$ cat config.mk
export PLATFORM = sky130hd
export DESIGN_NAME = load_store_unit
export DESIGN_NICKNAME = d
export VERILOG_FILES = /design/src/rtl/load_store_unit.sv
export SDC_FILE = /design/constraint.sdc
export NUM_CORES = 1
export LEC_CHECK = 0
export BUFFER_PORTS_ARGS = -buffer_cell sky130_fd_sc_hd__buf_2
export CAP_MARGIN = 20
export CORE_MARGIN = 8
export CORE_UTILIZATION = 35
export DETAILED_ROUTE_END_ITERATION = 8
export HOLD_SLACK_MARGIN = 0.12
export PLACE_DENSITY = 0.65
export SYNTH_ARGS = -nofsm -noshare
export SYNTH_HDL_FRONTEND = slang
export SYNTH_SLANG_ARGS = --single-unit
$ cat constraint.sdc
create_clock -name clk -period 4.9 [get_ports clk]
set_clock_uncertainty 0.2 [all_clocks]
set_input_delay 0.98 -clock clk [delete_from_list [all_inputs] [get_ports clk]]
set_output_delay 0.98 -clock clk [all_outputs]
set_load 0.05 [all_outputs]
$ cat src/rtl/load_store_unit.sv
// MEM-stage load/store initiator for a word-addressed, synchronous-read data memory.
// Handles byte/halfword loads by lane extraction and sub-word stores by read-modify-write.
module load_store_unit (
  input  logic        clk,
  input  logic        reset,
  input  logic        req,
  input  logic        isStore,
  input  logic [2:0]  funct3,
  input  logic [31:0] addr,
  input  logic [31:0] storeData,
  output logic        ready,
  output logic        done,
  output logic        loadValid,
  output logic [31:0] loadData,
  output logic        fault,
  output logic        memRead,
  output logic        memWrite,
  output logic [31:0] memAddress,
  output logic [31:0] memWriteData,
  input  logic [31:0] memReadData
);

  typedef enum logic [2:0] {
    IDLE  = 3'd0,
    RD    = 3'd1,
    RESP  = 3'd2,
    WR    = 3'd3,
    MERGE = 3'd4,
    ERR   = 3'd5
  } state_t;

  state_t      state_q, state_d;
  logic        store_q;
  logic [2:0]  funct3_q;
  logic [31:0] addr_q;
  logic [31:0] sdata_q;

  logic        accept;
  logic        req_illegal;
  logic        req_misaligned;
  logic [7:0]  lane_byte;
  logic [15:0] lane_half;
  logic [31:0] load_ext;
  logic [31:0] merged;

  assign accept = req && (state_q == IDLE);

  // Legality is judged on the live request so the IDLE transition can pick ERR directly.
  always_comb begin
    req_illegal    = isStore ? (funct3 >= 3'b011)
                             : ((funct3 == 3'b011) || (funct3[2:1] == 2'b11));
    req_misaligned = ((funct3[1:0] == 2'b10) && (addr[1:0] != 2'b00)) ||
                     ((funct3[1:0] == 2'b01) && addr[0]);
  end

  always_ff @(posedge clk) begin
    if (reset) begin
      state_q  <= IDLE;
      store_q  <= 1'b0;
      funct3_q <= 3'b000;
      addr_q   <= 32'h0;
      sdata_q  <= 32'h0;
    end else begin
      state_q <= state_d;
      if (accept) begin
        store_q  <= isStore;
        funct3_q <= funct3;
        addr_q   <= addr;
        sdata_q  <= storeData;
      end
    end
  end

  always_comb begin
    state_d = state_q;
    case (state_q)
      IDLE: begin
        if (req) begin
          if (req_illegal || req_misaligned)
            state_d = ERR;
          else if (isStore && (funct3 == 3'b010))
            state_d = WR;
          else
            state_d = RD;
        end
      end
      RD:      state_d = store_q ? MERGE : RESP;
      default: state_d = IDLE;
    endcase
  end

  always_comb begin
    lane_byte = memReadData[{addr_q[1:0], 3'b000} +: 8];
    lane_half = addr_q[1] ? memReadData[31:16] : memReadData[15:0];
    case (funct3_q)
      3'b000:  load_ext = {{24{lane_byte[7]}}, lane_byte};
      3'b001:  load_ext = {{16{lane_half[15]}}, lane_half};
      3'b100:  load_ext = {24'h0, lane_byte};
      3'b101:  load_ext = {16'h0, lane_half};
      default: load_ext = memReadData;
    endcase
  end

  // Per-byte merge: sb hits one lane, sh hits the lane pair selected by addr[1].
  genvar gi;
  generate
    for (gi = 0; gi < 4; gi++) begin : g_lane
      logic       hit;
      logic [7:0] src;
      assign hit = (funct3_q[1:0] == 2'b00) ? (addr_q[1:0] == 2'(gi))
                                            : (addr_q[1] == 1'(gi / 2));
      if (gi % 2 == 1) begin : g_odd
        assign src = funct3_q[0] ? sdata_q[15:8] : sdata_q[7:0];
      end else begin : g_even
        assign src = sdata_q[7:0];
      end
      assign merged[8*gi +: 8] = hit ? src : memReadData[8*gi +: 8];
    end
  endgenerate

  always_comb begin
    ready        = (state_q == IDLE);
    done         = 1'b0;
    loadValid    = 1'b0;
    loadData     = 32'h0;
    fault        = 1'b0;
    memRead      = 1'b0;
    memWrite     = 1'b0;
    memWriteData = 32'h0;
    memAddress   = (state_q == IDLE) ? 32'h0 : {addr_q[31:2], 2'b00};
    case (state_q)
      RD:    memRead = 1'b1;
      RESP: begin
        loadValid = 1'b1;
        done      = 1'b1;
        loadData  = load_ext;
      end
      WR: begin
        memWrite     = 1'b1;
        done         = 1'b1;
        memWriteData = sdata_q;
      end
      MERGE: begin
        memWrite     = 1'b1;
        done         = 1'b1;
        memWriteData = merged;
      end
      ERR: begin
        fault = 1'b1;
        done  = 1'b1;
      end
      default: ;
    endcase
    // Reset suppresses every strobe so an in-flight write never reaches memory.
    if (reset) begin
      done         = 1'b0;
      loadValid    = 1'b0;
      loadData     = 32'h0;
      fault        = 1'b0;
      memRead      = 1'b0;
      memWrite     = 1'b0;
      memWriteData = 32'h0;
    end
  end

endmodule

* Yosys cells after proc, flatten, opt, wreduce, memory -nomap -nowiden
Cells that the tools add are included.
Storage, ports and cells: bits of input ports 103, output and inout bits 102, register bits 71, logic and storage cells 71
Operators by class: magnitude comparators 1, equality and inequality tests 17, reduce and logical (&&, ||, !) cells 14, shift operators 1, muxes and demuxes 32, bitwise logic cells 1
Operator list (count):
- 32-bit two-way mux | 4
- 32-bit case mux with 4 select lines | 1
- 32-bit case mux with 2 select lines | 1
- 8-bit two-way mux | 5
- 32-bit by 6-bit indexed part select with 8-bit output | 1
- 16-bit two-way mux | 1
- 1-bit two-way mux | 15
- 3-bit by 2-bit == test with 1-bit output (second input constant) | 4
- 3-bit == test (second input constant) | 4
- 3-bit two-way mux | 3
- 2-bit == test (second input constant) | 4
- 3-bit by 1-bit == test with 1-bit output (second input constant) | 2
- 3-bit zero test | 2
- 3-bit case mux with 2 select lines | 1
- 2-bit by 1-bit == test with 1-bit output (second input constant) | 2
- 1-bit logical AND | 4
- 2-bit zero test | 2
- 4-bit OR reduction | 1
- 3-bit by 2-bit >= comparator with 1-bit output (second input constant) | 1
- 1-bit logical OR | 3
- 2-bit two-way mux | 1
- 2-bit != test (second input constant) | 1
- 2-bit nonzero test | 1
- 2-bit OR reduction | 1
- 1-bit inverter | 1

* Logic depth before layout (Yosys ltp)
Gate-level depths: netlist of the first run.
depth after elaboration 7, mapped depth 7

* Worst setup path after synthesis of the first run
No wires, ideal clock.
path kind input -> output, from input reset, to output loadData[12], path slack 0.245 ns, arrival 3.475 ns, data required time 3.720 ns, path buffers 2, cell stages on the path 4, cell sequence or4b_1 buf_2 clkbuf_1 nor4b_1
On the way: word-level cells in the longest chain between the ends 1
RTL lines:
- from (decl) | line 5 | input logic reset,
- 32-bit two-way mux | line 155 | if (reset) begin
- to (decl) | line 14 | output logic [31:0] loadData,
Every way passes these cells.

* Worst setup path in the final report of the first run
from input reset, to output loadData[7]
Same word-level chain as after synthesis.

==> results.md, run 1 <==
- The signal on the critical path passes through buf_2 > or4b_1 > clkinv_1 > o21ai_0 > a221oi_1 > buf_2.
- The critical path required time is 3.72 ns.
- The final hold violation count was 0.
- The highest net fanout along the worst path is 19.
- Counting flops with a built-in enable in the synthesized netlist gives 0.
- In the synthesized netlist the async set-or-reset flop fraction comes to 0.
- Yosys mapped the design onto 48 distinct sky130hd cell types.
- The final critical delay including setup and external delays is 4.306 ns.
- During synthesis, Yosys emitted a total of 0 warnings.
- Based on the critical path, the design can be clocked at up to 0.2322 GHz.
- The peak supply drop is 176.5 uV.
- Row generation in the floorplan step produced 41 rows.
- In this run the vertical extent of the chip is 128.7 um.
- In this run the static leakage power is 2.532 nW.
- The routed design has 17.50 mm of wire.
- The core region is 12,520 um2.
- The share of the Yosys chip area taken by registers is 0.3195.
- The wire-length estimate of the detail-placed layout is 13.16 mm.
- The global route total overflow is 0.
- The most common flop cell mapped by yosys is dfxtp_1.
- The via count of the first global-routing pass was 4,752.
- The gate count of the mapped netlist is 635.
- After detailed routing, the average wire length per cell comes to 17.98 um.
- Setup violations remaining at the end of the flow were counted as 0.
- Clock latency on the worst-skew pair, taken at its later pin, is 0.33 ns.
- STA classifies the critical path startpoint as an input pin.
- The maximum number of pins on one net before global-route repair is 80.
- The library cells used most frequently in the layout, excluding fill and tap cells, are 202 x buf_2, 176 x nand2_1, 71 x a21oi_1, 71 x dfxtp_1, 32 x o211ai_1.
- Measured along the x axis, the die boundary spans 128.7 um.
- The count of nets left with antenna violations once routing finished came out at 0.
- TritonCTS built the clock tree.
- The root buffer selected by CTS is clkbuf_16.
- Summing all placed instances gives a cell area of 5509 um2.
- The slowest stage of the critical path belongs to the cell or4b_1.
- The post-synthesis instance area is 4448 um2.
- Buffers inserted during clock tree synthesis total 9.
- In this run, synthesis produced a sequential element count of 71.
- In the routed design, unresolved DRC markers number 0.
- The clock passes through at most 2 buffers.
- Of the cells placed in the final design, the portion with a size suffix greater than 1 is 0.3325.
- Detailed routing inserted a total of 5,123 vias.
- Across the run, the number of max-cap violations was 0.
- At the pin with the least slew margin, the transition time is 0.9347 ns.
- After clock tree synthesis, the repair step resized 0 gates.
- In this run the power density over the cells is 304.7 nW/um2.
- The classification of the worst-slack hold path is register to register.
- The first-pass detailed-route iteration total is 5.
- For this run, the slowest stage of the critical path takes 0.80 ns.
- The final instance count without filler cells is 973.
- The critical path start-end classification is input pin to primary output.
- In this run, the number of DRC markers left after iteration 0 of detailed routing was 565.
- The number of clock sinks is 71.
- The vias per cell is 5.265.
- The worst max-slew margin expressed relative to the limit is 0.3760.
- The number of hold buffers added after CTS was 0.
- The sum of negative setup slack is 0 ns.
- The final cell utilization of the core is 0.4672.
- The number of slew-limit violations in the final report is 0.
- The initial utilization of the core area, before any placement, comes to 0.3554.
- In this run, placement finished with an instance count of 954.
- In the global route stage, overall resource usage came out at 0.2032.
- The final design area excluding fillers is 5848 um2.
- Routability-driven placement finished with a final weighted congestion of 0.8659.
- The data arrival time at the worst-slack endpoint is 3.13 ns.
- The global-route wire length before repair is 26.30 mm.
- The filler cell count is 1,373.
- The leading cell type in the layout, fill and taps excluded is buf_2.
- For this run, the post-layout net count is 898.
- Post-CTS timing repair inserted 0 buffers for setup.
- The floorplan step defined a die boundary enclosing 16,570 um2.
- The cell with the most instances on the worst path is buf_2.
- The initial antenna violation count was 1.
- 205 I/O pins were placed.
- Setup repair after global routing left no endpoint under its margin.
- The run finished with clean final reports.
- CTS built an H-tree with a depth of 3.
- The final cycle utilization of the critical path is 0.8788.
- After clock tree synthesis, the clock-pin slew on the worst setup and hold paths is 0.06 ns.
- Buffers placed on the I/O ports in this run total 202.
- The worst setup path is captured at a primary output.
- The layout overhead on the synthesized area is 31.48%.
- In this run the mean area of a mapped cell was 7.005 um2.
flip-flops by register name (all words and copies together), names as in the netlist:
signal    cells
addr_q       32
funct3_q      3
sdata_q      32
state_q       3
store_q       1
routing by layer:
layer / wire length [um] / track usage / part of all wire
met2: 7786 / 0.3174 / 0.44
met1: 7418 / 0.2502 / 0.42
met5: 0 / 0 / 0
met3: 2082 / 0.08813 / 0.12
met4: 212 / 0.05252 / 0.012
report_power, final:
part	internal (mW)	switching (mW)
Clock	0.395	0.264
Sequential	0.623	0.0434
Combinational	0.146	0.311
cell families (layout without fill, tap and decap cells):
logic type / count (synthesis) / in the layout / share of synthesized area
AND/OR/NAND/NOR: 306 / 306 / 0.3277
AO/OA/AOI/OAI: 161 / 161 / 0.2304
buffers and inverters: 76 / 240 / 0.07201
flip-flops: 71 / 71 / 0.3195
multiplexers: 19 / 19 / 0.04754
other: 1 / 3 / 0.0008431
XOR/XNOR: 1 / 1 / 0.001969
worst paths after layout:
check / slack, ns / endpoint / depth (start not counted) / from
max reg2reg: 2.56 / sdata_q[26]$_SDFFE_PP0P_ / 4 / state_q[2]$_SDFFE_PP0P_
min reg2reg: 0.25 / addr_q[9]$_SDFFE_PP0P_ / 2 / addr_q[9]$_SDFFE_PP0P_
max: 0.59 / loadData[7] / 6 / reset
min: 0.25 / addr_q[9]$_SDFFE_PP0P_ / 2 / addr_q[9]$_SDFFE_PP0P_
cell type report:
| type | instances | area (um2) | area share |
|---|---|---|---|
| antenna | 1 | 2.502 | 0.0004279 |
| clock buffer | 9 | 225.2 | 0.03851 |
| clock inverter | 7 | 72.57 | 0.01241 |
| inverter | 11 | 41.29 | 0.007060 |
| multi-input combinational | 489 | 2740 | 0.4685 |
| sequential | 71 | 1421 | 0.2430 |
| tap | 172 | 215.2 | 0.03680 |
| timing repair buffer | 213 | 1130 | 0.1932 |
worst max-delay path, delay by kind of cell:
kind	cells	cell delay, ns
buffers and inverters	3	0.97
AND/OR/NAND/NOR	1	0.80
AO/OA/AOI/OAI	2	0.36
cell usage after synthesis, types with 2 or more instances:
cell type	count	area [um2]
nand2b_1	10	62.56
mux2i_1	2	20.02
nor3b_1	9	67.56
o21bai_1	2	15.01
dfxtp_1	71	1421
a221oi_1	3	26.28
and2_1	30	187.7
nand3b_1	2	15.01
nor4_1	2	12.51
or3b_2	3	26.28
buf_1	4	15.01
o21ai_0	15	75.07
buf_6	2	22.52
a21oi_1	71	355.3
o21ai_2	10	87.58
inv_1	10	37.54
o211ai_1	32	240.2
nor4b_1	7	61.31
or3_1	3	18.77
o32ai_1	15	131.4
nand4_1	9	56.30
buf_2	9	45.04
nor2b_1	2	12.51
mux2_2	17	191.4
nor2_1	19	71.32
nor3_1	2	10.01
a211oi_1	7	52.55
buf_4	2	15.01
or2_2	2	12.51
nand2_1	176	660.6
nand3_1	24	120.1
clkbuf_1	47	176.4
metrics by stage:
stage	total power, mW	worst slack [ns]	hold slack (ns)
2_1_floorplan	0.9828	0.2449	0.2317
3_3_place_gp	1.128	0.6248	0.2376
3_5_place_dp	1.129	0.6471	0.2423
4_1_cts	1.786	0.6459	0.2501
5_1_grt	1.861	0.4771	0.2634
6_report	1.782	0.5938	0.2496
(Power assumes the default switching activity.)
==> inputs of run 2 (changes only) <==
Settings changed: TNS_END_PERCENT from default to 5.
Clock period 4.9 ns to 4.55 ns, I/O delays scaled along.
==> run 2 against run 1 <==
Effect of this change: worst setup slack worse by 0.062 ns; die area unchanged; clock power up 26%; utilization up 0.37 points; worst hold slack worse by 0.0014 ns; sequential share of layout area down 0.19 points; register-to-register slack worse by 0.48 ns; sequential power up 7.4%; largest cell class unchanged; largest power group is now clock.
==> results.md, run 2 (same netlist as run 1, synthesis figures left out) <==
- The startpoint of the most critical register-to-register path is state_q[2]$_SDFFE_PP0P_.
- The number of DRC violations after detailed-routing iteration 0 is 503 (-11%).
- The remaining routing DRC violations was 0 (unchanged).
- The top cell types in the final layout, fill and taps aside, are 202 x buf_2, 176 x nand2_1, 71 x a21oi_1, 71 x dfxtp_1, 32 x o211ai_1.
- The sequential power share came to 0.350 (-0.024).
- The combinational share of power came to 0.242 (-0.015).
- Among all stages on the critical path, the largest delay is contributed by or4b_1.
- The worst hold path terminates at addr_q[5]$_SDFFE_PP0P_.
- The power density over the cells is 346.3 nW/um2 (+14%).
- The vertical die dimension was 128.7 um (unchanged).
- The number of endpoints failing setup at the final stage came to 0 (unchanged).
- The critical path required time is 3.44 ns (-0.28 ns).
- The maximum level of the CTS H-tree is 3 (unchanged).
- The share of total power in the clock network is 0.408 (+0.038).
- The worst register-to-register path ends at addr_q[25]$_SDFFE_PP0P_.
- The die boundary width came to 128.7 um (unchanged).
- The largest registers in the layout are addr_q (32), sdata_q (32).
- The number of buffers and inverters on the critical path is 3 (unchanged).
- The initial antenna violation count came to 1 (unchanged).
- The count of hold buffers inserted by post-cts repair came to 0 (unchanged).
- The area enclosed by the die boundary is 16,570 um2 (unchanged).
- The share of layout cells above drive strength 1 is 0.3333 (+0.0008333).
- The sequential cell area is 1421 um2 (unchanged).
- The global route total overflow was 0 (unchanged).
- The half-perimeter wire length after detailed placement is 13.35 mm (+1.4%).
- In this run the most used layer during global routing was met2.
- The met3 routing resource usage after global routing is 0.08895 (+0.0008275).
- The average routed wire per standard cell is 18.09 um (+0.59%).
- The final cell utilization of the core is 0.4709 (+0.003699).
- For the finished layout, the period the worst path requires is 4.019 ns.
- The post-cts repair resize count was 0 (unchanged).
- The actual transition at the worst max-transition pin is 0.9483 ns (+0.01362 ns).
- The initial core utilization is 0.3554 (unchanged).
- The I/O pin count is 205 (unchanged).
- The core footprint was 12,520 um2 (unchanged).
- The static leakage is 2.563 nW (+1.2%).
- The final net count was 899 (+0.11%).
- The internal power component was 1.377 mW (+18%).
- The clock transition at the registers of the reported paths is 0.06 ns (about the same).
- The number of slew-limit violations in the final report is 0 (unchanged).
- The register-to-register setup slack is 2.08 ns (-0.48 ns).
- The delay of the slowest critical-path stage is 0.72 ns (-0.08 ns).
- The maximum number of pins on one net before global-route repair was 77 (-3.8%).
- The met1 routing resource usage after global routing was 0.2496 (-0.0006786).
- The number of buffers created by CTS is 9 (unchanged).
- Static timing analysis puts the maximum clock frequency at 0.2488 GHz.
- Compared with the post-synthesis result, the final layout area differs by 32.52%.
- The buffer count from post-CTS setup fixing is 0 (unchanged).
- The cell with the most instances on the worst path is buf_2.
- The critical path capture point type is a primary output.
- The final antenna-violating net count is 0 (unchanged).
- The critical path is of the input pin to primary output type.
- The global-route usage over all layers is 0.2051 (+0.001965).
- The wire length after detailed routing was 17.60 mm (+0.59%).
- The root buffer selected by CTS is clkbuf_16.
- The switching power came to 0.6640 mW (+7.4%).
- The cell count of the worst reg-to-reg path is 4 (unchanged).
- The number of rows in the core area came to 41 (unchanged).
- The run finished with clean final reports.
- The final hold violation count is 0 (unchanged).
- The area of the multi-input gates is 2740 um2 (unchanged).
- The critical path launch point type is an input pin.
- The final cycle utilization of the critical path is 0.8832.
- The sum of negative setup slack is 0 ns (unchanged).
- The global placer's final weighted congestion was 0.8734 (+0.87%).
- The antenna diode count came to 0 (-1).
- The vias per cell is 5.333 (+1.3%).
- The via count of the first global-routing pass is 4,952 (+4.2%).
- The startpoint identified for the worst hold timing path is addr_q[5]$_SDFFE_PP0P_.
- The highest net fanout along the worst path is 19 (unchanged).
- Among cell families on the critical path, the largest total delay comes from buffers and inverters.
- The number of clock sinks is 71 (unchanged).
- The path class of the tightest hold or removal check is register to register.
- The data arrival time at the worst-slack endpoint is 2.91 ns (-0.22 ns).
- The insertion delay to the later sink of the worst-skew pair was 0.33 ns (about the same).
- The met2 global-route usage is 0.3168 (-0.0006158).
- Setup repair after global routing left no endpoint under its margin.
- The filler cell count is 1,420 (+3.4%).
- The global-route wire length before repair came to 26.86 mm (+2.1%).
- The library cell used most frequently in the layout, excluding fill and tap cells, is buf_2.
- The cell count of the worst hold path came to 2 (unchanged).
- The number of maximum-capacitance constraint violations is 0 (unchanged).
- The first-pass detailed-route iteration total came to 5 (unchanged).
- The number of port buffers is 202 (unchanged).
- Walking the worst path, the cells encountered are buf_2 > or4b_1 > clkinv_1 > o21ai_0 > a221oi_1 > buf_2.
- The fraction of power spent switching nets is 0.3253 (-0.02181).
- The total via count in the routed design came to 5,189 (+1.3%).
- The peak supply drop is 186.8 uV (+5.8%).
- The worst max-slew margin expressed relative to the limit came to 0.3678 (-0.008228).
- The smallest hold slack is 0.2482 ns (-0.001410 ns).
- The TritonCTS clock tree is done.
- The buffer levels on the longest clock path was 2 (unchanged).
-- run 2: cell count changes in the layout (fill, tap and decap cells not counted), sizes merged --
cell	before	now
clkbuf	9	10
buf	213	214
diode	1	0
clkinv	4	3
bufinv	1	3
clkinvlp	2	0
-- run 2: metrics by stage --
step	worst slack (ns)	cells	total power [mW]	cell area (um2)
after floorplan	0.03489	636	1.058	4452
after CTS	0.5288	972	2.055	5867
after global routing	0.3532	973	2.127	5894
after detailed placement	0.5350	956	1.220	5512
after global placement	0.5287	956	1.215	5512
final	0.5314	973	2.041	5894
-- run 2: worst max path at each step --
stage	from	to	cells after the start
finish	reset	loadData[7]	6
floorplan	reset	loadData[12]	4
global route	reset	loadData[7]	6
CTS	reset	loadData[7]	6
detailed placement	reset	loadData[7]	6
global placement	reset	loadData[7]	6
-- run 2: layer usage --
metal	routed length (um)	up-vias
met1	7288	2421
met3	2123	26
met4	346	2
li1	-	2517
met2	7833	223
met5	10	-
-- run 2: final cells by class --
class / instances / area share
sequential: 71 / 0.2411
multi-input combinational: 489 / 0.4649
clock buffer: 10 / 0.04054
tap: 172 / 0.03651
inverter: 11 / 0.007005
timing repair buffer: 214 / 0.1902
clock inverter: 6 / 0.01974
-- run 2: power groups by stage --
stage               sequential (mW)  combinational [mW]  clock [mW]
floorplan                     0.704               0.355           0
global route                  0.722               0.536       0.870
CTS                           0.720               0.487       0.848
detailed placement            0.733               0.486           0
global placement              0.731               0.484           0
finish                        0.715               0.494       0.832
-- run 2: worst register-to-register path, cell delays in order (launching register included) --
cell and delay [ns]:
dfxtp_1 0.46, or4b_2 1.05, buf_4 0.40, nand2_1 0.14
a21oi_1 0.07
